### config.mk
export PLATFORM = sky130hd
export DESIGN_NAME = pwm_ramp_ctrl
export DESIGN_NICKNAME = d
export VERILOG_FILES = /design/src/rtl/pwm_ramp_ctrl.sv
export SDC_FILE = /design/constraint.sdc
export NUM_CORES = 1
export LEC_CHECK = 0
export CELL_PAD_IN_SITES_DETAIL_PLACEMENT = 0
export CELL_PAD_IN_SITES_GLOBAL_PLACEMENT = 1
export CORE_MARGIN = 2
export CORE_UTILIZATION = 42
export DETAILED_ROUTE_END_ITERATION = 8
export GPL_ROUTABILITY_DRIVEN = 0
export PLACE_DENSITY_LB_ADDON = 0.1
export RECOVER_POWER = 50
export SKIP_CTS_REPAIR_TIMING = 1
export SLEW_MARGIN = 10
export SYNTH_ARGS = -nofsm -noshare
export SYNTH_HDL_FRONTEND = slang
export SYNTH_SLANG_ARGS = --single-unit
### constraint.sdc
create_clock -name clk -period 4.75 [get_ports clk]
set_input_delay 0.95 -clock clk [delete_from_list [all_inputs] [get_ports clk]]
set_output_delay 0.95 -clock clk [all_outputs]
set_load 0.02 [all_outputs]
### src/rtl/pwm_ramp_ctrl.sv
// Duty/direction sequencer for one PWM motor channel: slew-limited ramping,
// safe reversal through a zero-duty dwell, and a latching emergency stop.
`timescale 1ns/1ps

module pwm_ramp_ctrl #(
   parameter int unsigned RAMP_DIV = 1000,
   parameter int unsigned STEP     = 1,
   parameter int unsigned DWELL    = 500,
   parameter int unsigned DMAX     = 100
) (
   input  logic       clk,
   input  logic       rst,
   input  logic [6:0] target,
   input  logic       target_dir,
   input  logic       load,
   input  logic       estop,
   output logic [6:0] duty,
   output logic       dir,
   output logic       busy,
   output logic       at_target
);

   typedef enum logic [1:0] {S_RUN, S_DECEL, S_DWELL, S_STOP} state_t;

   localparam logic [15:0] DIV_LAST   = 16'(RAMP_DIV - 1);
   localparam logic [15:0] DWELL_LAST = 16'(DWELL - 1);
   localparam logic [7:0]  STEP8      = 8'(STEP);
   localparam logic [6:0]  DMAX7      = 7'(DMAX);

   state_t      state_q, state_d;
   logic [6:0]  cmd_tgt_q, cmd_tgt_d;
   logic        cmd_dir_q, cmd_dir_d;
   logic [15:0] presc_q, presc_d;
   logic [15:0] dwell_q, dwell_d;
   logic [6:0]  duty_q, duty_d;
   logic        dir_q, dir_d;
   logic        at_target_q, at_target_d;
   logic        busy_q, busy_d;

   logic        tick;
   logic        take_load;
   logic [6:0]  new_tgt;
   logic [6:0]  eff_tgt;
   logic        eff_dir;

   // One slew-limited step from cur toward tgt; 8-bit math cannot wrap.
   function automatic logic [6:0] ramp_step(input logic [6:0] cur, input logic [6:0] tgt);
      logic [7:0] c8, t8, diff, res;
      c8 = {1'b0, cur};
      t8 = {1'b0, tgt};
      if (t8 > c8) begin
         diff = t8 - c8;
         res  = c8 + ((diff < STEP8) ? diff : STEP8);
      end else begin
         diff = c8 - t8;
         res  = c8 - ((diff < STEP8) ? diff : STEP8);
      end
      return 7'(res);
   endfunction

   // NOTE: every always_comb output gets a default first so no path leaves a latch.
   always_comb begin
      tick      = (presc_q == DIV_LAST);
      presc_d   = tick ? 16'd0 : 16'(presc_q + 16'd1);
      take_load = load && !estop;
      new_tgt   = (target > DMAX7) ? DMAX7 : target;
      // A same-cycle load steers this cycle's decision and step.
      eff_tgt   = take_load ? new_tgt : cmd_tgt_q;
      eff_dir   = take_load ? target_dir : cmd_dir_q;

      state_d   = state_q;
      cmd_tgt_d = eff_tgt;
      cmd_dir_d = eff_dir;
      dwell_d   = dwell_q;
      duty_d    = duty_q;
      dir_d     = dir_q;

      if (estop) begin
         state_d = S_STOP;
         duty_d  = 7'd0;
      end else begin
         unique case (state_q)
            S_RUN: begin
               if (eff_dir == dir_q) begin
                  if (tick) duty_d = ramp_step(duty_q, eff_tgt);
               end else if (duty_q != 7'd0) begin
                  state_d = S_DECEL;
               end else begin
                  dir_d = eff_dir;
               end
            end
            S_DECEL: begin
               if (eff_dir == dir_q) begin
                  state_d = S_RUN;
                  if (tick) duty_d = ramp_step(duty_q, eff_tgt);
               end else begin
                  if (tick) duty_d = ramp_step(duty_q, 7'd0);
                  if (duty_d == 7'd0) begin
                     state_d = S_DWELL;
                     dwell_d = 16'd0;
                  end
               end
            end
            S_DWELL: begin
               if (eff_dir == dir_q) begin
                  state_d = S_RUN;
               end else if (dwell_q == DWELL_LAST) begin
                  dir_d   = eff_dir;
                  state_d = S_RUN;
               end else begin
                  dwell_d = 16'(dwell_q + 16'd1);
               end
            end
            S_STOP: begin
               if (take_load) begin
                  dir_d   = eff_dir;
                  state_d = S_RUN;
                  if (tick) duty_d = ramp_step(duty_q, eff_tgt);
               end
            end
            default: state_d = S_RUN;
         endcase
      end

      at_target_d = (state_d == S_RUN) && (duty_d == cmd_tgt_d) && (dir_d == cmd_dir_d);
      busy_d      = !at_target_d && (state_d != S_STOP);
   end

   // NOTE: state registers use non-blocking assignments so all flops update together.
   always_ff @(posedge clk or negedge rst) begin
      if (!rst) begin
         state_q     <= S_RUN;
         cmd_tgt_q   <= 7'd0;
         cmd_dir_q   <= 1'b0;
         presc_q     <= 16'd0;
         dwell_q     <= 16'd0;
         duty_q      <= 7'd0;
         dir_q       <= 1'b0;
         at_target_q <= 1'b1;
         busy_q      <= 1'b0;
      end else begin
         state_q     <= state_d;
         cmd_tgt_q   <= cmd_tgt_d;
         cmd_dir_q   <= cmd_dir_d;
         presc_q     <= presc_d;
         dwell_q     <= dwell_d;
         duty_q      <= duty_d;
         dir_q       <= dir_d;
         at_target_q <= at_target_d;
         busy_q      <= busy_d;
      end
   end

   assign duty      = duty_q;
   assign dir       = dir_q;
   assign busy      = busy_q;
   assign at_target = at_target_q;

endmodule

==> impl_metrics.env <==
export IMPL_irDropWorstVdd_uv=195
export IMPL_min_path_cells=1
export IMPL_synth_edf_count=0
export IMPL_synth_flop_cell="dfrtp_1"
export IMPL_fp_dieArea_mm2=0.0110
export IMPL_finalWorstSetupSlack_ns=-0.641
export IMPL_grt_util_all_layers_pct=23.9
export IMPL_synthTopCellsByArea="dfrtp_1 30%, ha_1 7.0%, o21ai_0 4.9%"
export IMPL_met3_usage_pct=3.12
export IMPL_path_cells="buf_6 > or3_4 > a31oi_4 > a22o_1 > buf_6 > ha_4 > fa_2 > inv_2 > a21oi_4 > o21bai_4 > xnor2_2 > or4_4 > nor4_2 > a21oi_1 > ha_2 > fa_2 > nor2b_1 > o21a_2 > o211ai_1 > and3_1 > mux2_4 > mux2i_4 > o211ai_1 > and3_1"
export IMPL_critPathArrivalTime_ns=5.66
export IMPL_drt_pass1_iterations=5
export IMPL_die_width_um=105
export IMPL_clock_path_buffers=2
export IMPL_syn_nets=563
export IMPL_finClkSkew_ns=0.0138
export IMPL_layout_drive_gt1_share_pct=27.1
export IMPL_crit_family="simple AND/OR/NAND/NOR gates"
export IMPL_final_cells=750
export IMPL_drc_errors=0
export IMPL_tightestPinTransition_ns=2.93
export IMPL_die_height_um=105
export IMPL_worstSkewPairLatency_ns=0.32
export IMPL_rows=36
export IMPL_grt_ovfl_total=0
export IMPL_drtAntennaViolNets=0
export IMPL_ctsHtreeMaxLevel=2
export IMPL_area_growth_pct=33.0
export IMPL_min_from="presc_q[0]$_DFF_PN0_"
export IMPL_synth_yosys_seq_area_share_pct=30.4
export IMPL_cts_tree="built"
export IMPL_violations="capacitance limit, slew limit, setup timing"
export IMPL_final_hold_viol_count=0
export IMPL_slew_headroom_pct=-95.5
export IMPL_grt_pass1_wl_mm=21.1
export IMPL_cts_sinks=52
export IMPL_setup_viol=6
export IMPL_core_area_mm2=0.00982
export IMPL_path_clk_slew_ns=0.11
export IMPL_status="finished with violations"
export IMPL_wl_mm=13.4
export IMPL_grt_setup_unrepaired="yes"
export IMPL_powerDensity_mw_per_mm2=363
export IMPL_fmax_mhz=185
export IMPL_worstReg2RegEnd="at_target$_DFF_PN1_"
export IMPL_seq_area_mm2=0.00130
export IMPL_total_power_mw=2.06
export IMPL_layout_commonest_cell="buf_4"
export IMPL_hold_path_class="flip-flop to flip-flop"
export IMPL_syn_inst=524
export IMPL_synthArstFlopShare_pct=100
export IMPL_grt_use_met2_pct=40.0
export IMPL_dp_slack_ns=-1.38
export IMPL_final_nets=655
export IMPL_cpMaxStageDelayCell="or4_4"
export IMPL_start_util_pct=43.6
export IMPL_fillers=925
export IMPL_synth_distinct_cells=65
export IMPL_diodes=0
export IMPL_avgRoutedWirePerCell_um=17.8
export IMPL_place_inst=733
export IMPL_leakage_nw=2.46
export IMPL_min_to="presc_q[0]$_DFF_PN0_"
export IMPL_numCtsBuffers=5
export IMPL_ys_warnings_count=0
export IMPL_critPathMaxFanout=3
export IMPL_synthesis_area_mm2=0.00428
export IMPL_max_stage_delay_ns=0.52
export IMPL_grt_max_degree=53
export IMPL_finalCriticalPeriod_ns=5.39
export IMPL_synth_top_area_share_pct=29.8
export IMPL_cts_root_buf="clkbuf_8"
export IMPL_syn_area_per_cell_um2=8.17
export IMPL_final_setup_tns_ns=-2.04
export IMPL_io_pins=22
export IMPL_antenna_found_initial=0
export IMPL_crit_path_end_kind="flip-flop"
export IMPL_drt_initial_drc_count=399
export IMPL_final_cell_mix="83 x buf_4, 51 x dfrtp_1, 42 x nor2_1"
export IMPL_r2r_start="cmd_tgt_q[0]$_DFF_PN0_"
export IMPL_r2r_slack_ns=0.05
export IMPL_path_class="input port to flip-flop"
export IMPL_start_kind="input port"
export IMPL_finalCritPeriodShare_pct=113
export IMPL_rr_worst_depth=21
export IMPL_busiest_layer="met2"
export IMPL_post_synth_top_area_cell="dfrtp_1"
export IMPL_multi_input_area_mm2=0.00314
export IMPL_place_detailed_hpwl_mm=9.75
export IMPL_grt_pass1_vias=4154
export IMPL_final_core_util_pct=58.0
export IMPL_viasPerCell=5.78
export IMPL_routed_via_count=4335
export IMPL_max_cap_violations=1
export IMPL_path_buf_inv=3
export IMPL_grtUsageMet1_pct=32.8
export IMPL_synth_ff_latch_count=52
export IMPL_drv_slew=53
export IMPL_io_buffer_count=21
export IMPL_cp_data_required_time_ns=5.02
==> stage by stage <==
step / instance area (µm²) / hold WS [ns]
final: 5690 / 0.466
after global routing: 5690 / 0.505
after CTS: 5330 / 0.465
after detailed placement: 5240 / 0.451
after global placement: 5240 / 0.449
after floorplan: 4420 / 0.433
==> worst max-delay path by stage <==
| stage | from | endpoint | slack (ns) | cells after the start |
|---|---|---|---|---|
| finish | target[4] | at_target$_DFF_PN1_ | -0.64 | 24 |
| global route | target[4] | at_target$_DFF_PN1_ | -0.83 | 24 |
| CTS | target[2] | busy$_DFF_PN0_ | -1.05 | 24 |
| detailed placement | target[2] | at_target$_DFF_PN1_ | -1.38 | 24 |
| global placement | target[2] | at_target$_DFF_PN1_ | -1.30 | 23 |
| floorplan | load | at_target$_DFF_PN1_ | -0.51 | 28 |
==> layout make-up <==
type | instances | share of cell area, %
multi-input cells | 418 | 55.2
flip-flops and latches | 52 | 22.9
repair buffers | 108 | 15.3
well taps | 133 | 2.92
inverters | 31 | 2.04
clock buffers | 5 | 1.21
clock inverters | 3 | 0.396
==> cell usage after synthesis (all sizes together) (10+ instances only) <==
cell	count
a21o	10
dfrtp	51
and3	11
a21oi	34
ha	24
nand2b	11
xnor2	19
nand2	37
nand3	24
inv	31
clkbuf	18
o21ai	42
nand4	10
nor3	12
o31ai	13
nor2	47
==> where the power goes <==
| group | total, mW | switching [mW] | leakage, nW | internal (mW) |
|---|---|---|---|---|
| sequential | 0.521 | 0.0458 | 0.682 | 0.475 |
| combinational | 1.27 | 0.687 | 1.73 | 0.583 |
| clock | 0.274 | 0.168 | 0.0485 | 0.106 |
==> registers in the layout (all words and copies together), names as in the netlist <==
name	cells
dwell_q	16
presc_q	16
cmd_tgt_q	7
duty	7
state_q	2
at_target	1
busy	1
cmd_dir_q	1
dir	1
==> layer usage <==
metal	vias up	part of all wire, %
li1	2101	-
met5	-	0
met3	19	5.3
met4	0	1.8
met2	150	48
met1	2065	45
==> cell families after synthesis <==
group | synth area share [%]
other | 0.0876
AO/OA/AOI/OAI | 23.9
flip-flops | 30.4
XOR/XNOR | 5.32
AND/OR/NAND/NOR | 24.7
adder cells (fa/ha/maj) | 8.42
buffers and inverters | 4.88
multiplexers | 2.19
Power figures use the tool's default switching activity.
==> patch 1, RTL diff (same settings) <==
Register the output `dir` once more, cleared by the reset; this adds one clock of latency there. The other outputs are not delayed to match.
--- a/src/rtl/pwm_ramp_ctrl.sv
+++ b/src/rtl/pwm_ramp_ctrl.sv
@@ -152,7 +152,13 @@
    end
 
    assign duty      = duty_q;
-   assign dir       = dir_q;
+   always_ff @(posedge clk or negedge rst) begin
+      if (!rst) begin
+         dir <= '0;
+      end else begin
+         dir <= dir_q;
+      end
+   end
    assign busy      = busy_q;
    assign at_target = at_target_q;
 
Check against the original RTL: not equivalent (a bounded check fails within 4 cycles, from zero or initial values and one cycle with rst low).
==> patch 1 against the original RTL <==
Synthesized area rose by 0.58%. Cell count unchanged. Routed wire length increased by 1.5%. Total power increased by 0.47%. Sequential cell count up 1. Design area decreased by 0.53%. The flow still finishes with violations (max-capacitance violations, max-slew violations, negative setup slack). Largest power group unchanged. Critical path depth stayed put. Setup slack improved by 0.038 ns. Critical endpoint unchanged.
==> patch 1: results (changes against the original RTL) <==
[timing]
slew_violations=54  ; was 53
setup_viol=6  ; unchanged
max_slew_margin=-0.978  ; was -0.955
setup_ws_ns=-0.603  ; was -0.641 ns
skew_ns=0.0166  ; was 0.0138 ns

[detailed_routing]
first_pass_iters=5  ; unchanged
via_per_inst=5.92  ; was 5.78
dr.max_layer_used=met4  ; unchanged
drtIter0Drc=323  ; was 399
drt_wl_total_um=13600  ; was 13400 um
dr_wl_met2_um=6400  ; was 6450 um
wl_met1_um=6080  ; was 5980 um
wl_per_cell_um=18.1  ; was 17.8 um
wl_met3_um=734  ; was 704 um

[pwr]
ir_drop_mv=0.183  ; was 0.195 mV
static-leakage-power_uw=0.00244  ; was 0.00246 uW

[placed_design]
placed_cells=730  ; was 733
postPlaceCellArea_um2=5230  ; was 5240 um2
dpl.hpwl_um=9810  ; was 9750 um

[yosys]
syn_nets=564  ; was 563
synthTopCellsByCount=52 x dfrtp_1, 47 x nor2_1, 42 x o21ai_0  ; was 51 x dfrtp_1, 47 x nor2_1, 42 x o21ai_0
ys_seq_area_frac=0.308  ; was 0.304
synth_compound_area_frac=0.238  ; was 0.239
avgSynthCellArea_um2=8.20  ; was 8.17 um2
async_flop_share=1.00  ; unchanged
synth-xor-area-share=0.0529  ; was 0.0532
synthAdderAreaFrac=0.0837  ; was 0.0842
synth_mux_area_frac=0.0218  ; was 0.0219
synthTopCellsByArea=dfrtp_1 30%, ha_1 7.0%, o21ai_0 4.9%  ; unchanged

[global_routing]
track_usage=0.244  ; was 0.239
grt_max_degree=54  ; was 53
grt_pass1_wl_um=21600  ; was 21100 um
grt_pass1_vias=4236  ; was 4154

[cts]
h-tree-depth=2  ; unchanged
clk-insertion-delay-late_ns=0.34  ; was 0.32 ns
clockBufferDepth=2  ; unchanged
path_clk_slew_ns=0.12

[cells_and_area]
drive_gt1_frac=0.261  ; was 0.271
antennaDiodeCount=0  ; unchanged
final_nets=655  ; unchanged

[status]
violations=max-capacitance violations, max-slew violations, negative setup slack  ; unchanged
status=complete, but fails checks  ; unchanged

[critical_path]
worstSetupPathType=in2reg  ; unchanged
cp.arrival_ns=5.65  ; was 5.66 ns

[job]
maxCapViolCount=1  ; unchanged

patch 1: cell types whose count changed after synthesis:
cell	delta
dfrtp_1	+1
patch 1: kinds of logic (layout without fill, tap and decap cells):
logic type      after synthesis  after routing
simple gates                200            200
other cells                   1              1
mux                           9              9
fa+ha+maj                    27             27
xor+xnor                     26             26
compound gates              155            155
buf+inv                      54            146
flops                        53             53
patch 1: area by class of cell:
class                      instances  area, um2
clock buffer                       5       68.8
fill                             886       4200
timing repair buffer             107        868
clock inverter                     3       25.0
tap                              133        166
inverter                          31        116
multi-input combinational        418       3090
sequential                        53       1330
patch 1: where the power goes:
| part | switching (uW) | total, uW | internal [uW] |
|---|---|---|---|
| combinational | 677 | 1250 | 569 |
| sequential | 48.2 | 536 | 488 |
| clock | 184 | 292 | 108 |
| total | 910 | 2070 | 1160 |
patch 1: metal layers:
layer,vias up,track usage
met1,2145,0.343
met2,161,0.382
met3,26,0.0365
li1,2111,-
met4,0,0.0886
met5,-,0
patch 1: worst reg2reg max path, cell delays in order, from the launching register on:
cell and delay [ns]:
dfrtp_1 0.38, a22o_1 0.24, buf_6 0.13, ha_4 0.15
fa_2 0.38, buf_6 0.13, xor2_1 0.11, nand3_1 0.10
or4_4 0.55, nor4_4 0.31, a21oi_2 0.05, ha_2 0.20
fa_2 0.35, nor2b_1 0.15, o21a_1 0.19, o211ai_1 0.13
and3_1 0.16, mux2_4 0.30, mux2i_4 0.20, o211ai_1 0.24
and3_1 0.20
patch 1: worst paths after layout:
kind,startpoint,to,depth (start not counted),slack (ns)
min,dwell_q[8]$_DFFE_PN0P_,dwell_q[8]$_DFFE_PN0P_,1,0.49
min in group asynchronous,rst,dwell_q[5]$_DFFE_PN0P_,2,1.67
max in group asynchronous,rst,duty[1]$_DFF_PN0_,2,1.42
max,target[4],at_target$_DFF_PN1_,24,-0.60
min reg2reg,dwell_q[8]$_DFFE_PN0P_,dwell_q[8]$_DFFE_PN0P_,1,0.49
max reg2reg,cmd_tgt_q[0]$_DFF_PN0_,at_target$_DFF_PN1_,20,0.06
patch 1: metrics by stage:
step / setup WS [ns] / TNS [ns] / power [uW]
floorplan: -0.510 / -1.32 / 1210
detailed placement: -1.38 / -8.13 / 1610
global placement: -1.26 / -7.65 / 1600
finish: -0.603 / -2.17 / 2070
global route: -0.794 / -3.49 / 2220
CTS: -1.02 / -5.01 / 1900
==> patch 2, RTL diff (same settings) <==
Made on the original files. Change the parameter `RAMP_DIV` from 1000 to 512.
--- a/src/rtl/pwm_ramp_ctrl.sv
+++ b/src/rtl/pwm_ramp_ctrl.sv
@@ -3,7 +3,7 @@
 `timescale 1ns/1ps
 
 module pwm_ramp_ctrl #(
-   parameter int unsigned RAMP_DIV = 1000,
+   parameter int unsigned RAMP_DIV = 512,
    parameter int unsigned STEP     = 1,
    parameter int unsigned DWELL    = 500,
    parameter int unsigned DMAX     = 100
Check against the original RTL: no difference found for any inputs over 10 cycles, from zero or initial values and one cycle with rst low; that may be too few to reach the edited logic, so the function may still have changed.
==> patch 2 against the original RTL <==
The flow still finishes with violations (max-capacitance violations, max-slew violations, negative setup slack). Synthesized area shrank 2.8%. Register-to-register slack got worse by 0.25 ns. Sequential cell count did not move. Routed wire length is 9.3% lower. Setup slack lost 0.33 ns. Total power is 21% lower. First-iteration DRC count decreased by 41%. Design area fell by 6.6%. Critical path type unchanged. Largest cell class unchanged. Largest power group unchanged. Highest routed layer unchanged.
==> patch 2: results (changes against the original RTL) <==
[yosys]
synthTopCellsByArea=dfrtp_1 31%, ha_1 7.2%, o21ai_0 6.3%  ; was dfrtp_1 30%, ha_1 7.0%, o21ai_0 4.9%
yosys.cell_count.top_type=o21ai_0  ; was dfrtp_1
synth_mux_area_frac=0.0174  ; was 0.0219
synthAdderAreaFrac=0.0866  ; was 0.0842
avgSynthCellArea_um2=8.30  ; was 8.17 um2
synth-xor-area-share=0.0695  ; was 0.0532
synth.distinct_cells=69  ; was 65
syn_nets=540  ; was 563
synth_compound_area_frac=0.211  ; was 0.239
synthTopCellsByCount=52 x o21ai_0, 51 x dfrtp_1, 50 x nand2_1  ; was 51 x dfrtp_1, 47 x nor2_1, 42 x o21ai_0

[timing]
skew_ns=0.0122  ; was 0.0138 ns
setup_viol=8  ; was 6
slew_violations=53  ; unchanged
setup_ws_ns=-0.971  ; was -0.641 ns
tightest_slew_ns=2.83  ; was 2.93 ns

[global_routing]
grt_pass1_wl_um=19800  ; was 21100 um
grt_pass1_vias=3825  ; was 4154
track_usage=0.229  ; was 0.239

[pwr]
swShare=0.393  ; was 0.436
static-leakage-power_uw=0.00231  ; was 0.00246 uW
p_comb_frac=0.522  ; was 0.615
seq_power_uw=498  ; was 521 uW
ir_drop_mv=0.154  ; was 0.195 mV

[detailed_routing]
wl_per_cell_um=16.9  ; was 17.8 um
drtIter0Drc=237  ; was 399
via_per_inst=5.54  ; was 5.78

[cells_and_area]
antennaDiodeCount=0  ; unchanged
final_cells=716  ; was 750
drive_gt1_frac=0.254  ; was 0.271
fill_cells=911  ; was 925
final_nets=622  ; was 655

[critical_path]
critPathMaxStageDelay_ns=0.40  ; was 0.52 ns
reg2reg_from=cmd_tgt_q[1]$_DFF_PN0_  ; was cmd_tgt_q[0]$_DFF_PN0_
crit_start=target[3]  ; was target[4]
slowest_stage=fa_2  ; was or4_4
cp.arrival_ns=5.92  ; was 5.66 ns
cp_top_family=compound AO/OA/AOI/OAI gates  ; was simple AND/OR/NAND/NOR gates
rr_worst_depth=22  ; was 21
reg2reg_to=busy$_DFF_PN0_  ; was at_target$_DFF_PN1_
rrSetupSlack_ns=-0.20  ; was 0.05 ns

[placed_design]
placed_cells=705  ; was 733
dpl.hpwl_um=9230  ; was 9750 um

[status]
violations=max-capacitance violations, max-slew violations, negative setup slack  ; unchanged
status=complete, but fails checks  ; unchanged

[worst_hold_path]
hold_end=presc_q[15]$_DFF_PN0_  ; was presc_q[0]$_DFF_PN0_
hold_path.startpoint=presc_q[15]$_DFF_PN0_  ; was presc_q[0]$_DFF_PN0_

[die]
initial_utilization=0.430  ; was 0.436

[job]
maxCapViolCount=1  ; unchanged

## patch 2: cell count changes after synthesis, moves of 6 or more
cell      delta
a21o_1       -7
a21oi_1     -10
clkbuf_1     -7
nand2_1     +13
nand2b_1     -7
nand3_1      -9
nor2b_1      +7
o21ai_0     +10
o31ai_1      -6
or3_1        -7
## patch 2: stage by stage
| step | cell area, um2 | worst slack, ns | util | hold slack (ns) | setup TNS, ns |
|---|---|---|---|---|---|
| 2_1_floorplan | 4220 | -0.995 | - | 0.430 | -3.06 |
| 3_3_place_gp | 4960 | -1.97 | 0.513 | 0.460 | -11.41 |
| 3_5_place_dp | 4960 | -2.00 | 0.513 | 0.464 | -11.88 |
| 4_1_cts | 5060 | -1.67 | 0.523 | 0.479 | -8.99 |
| 5_1_grt | 5320 | -1.23 | 0.549 | 0.510 | -5.32 |
| 6_report | 5320 | -0.971 | 0.549 | 0.475 | -3.53 |
## patch 2: final cells by class
cell class / instances / share of cell area
clock buffer: 7 / 0.0181
multi-input combinational: 398 / 0.539
timing repair buffer: 98 / 0.146
sequential: 52 / 0.245
tap: 133 / 0.0313
inverter: 28 / 0.0202
## patch 2: worst max-delay path by stage
stage | cells after the start | to | slack, ns
after detailed placement | 25 | busy$_DFF_PN0_ | -2.00
after CTS | 25 | busy$_DFF_PN0_ | -1.67
after global routing | 26 | busy$_DFF_PN0_ | -1.23
final | 26 | busy$_DFF_PN0_ | -0.97
after global placement | 26 | busy$_DFF_PN0_ | -1.97
after floorplan | 25 | busy$_DFF_PN0_ | -1.0
## patch 2: metal layers
metal / wire length, um / global-route usage / vias up
li1: - / - / 1957
met3: 443 / 0.0302 / 17
met2: 5670 / 0.379 / 97
met5: 0 / 0 / -
met4: 269 / 0.0608 / 0
met1: 5740 / 0.317 / 1896
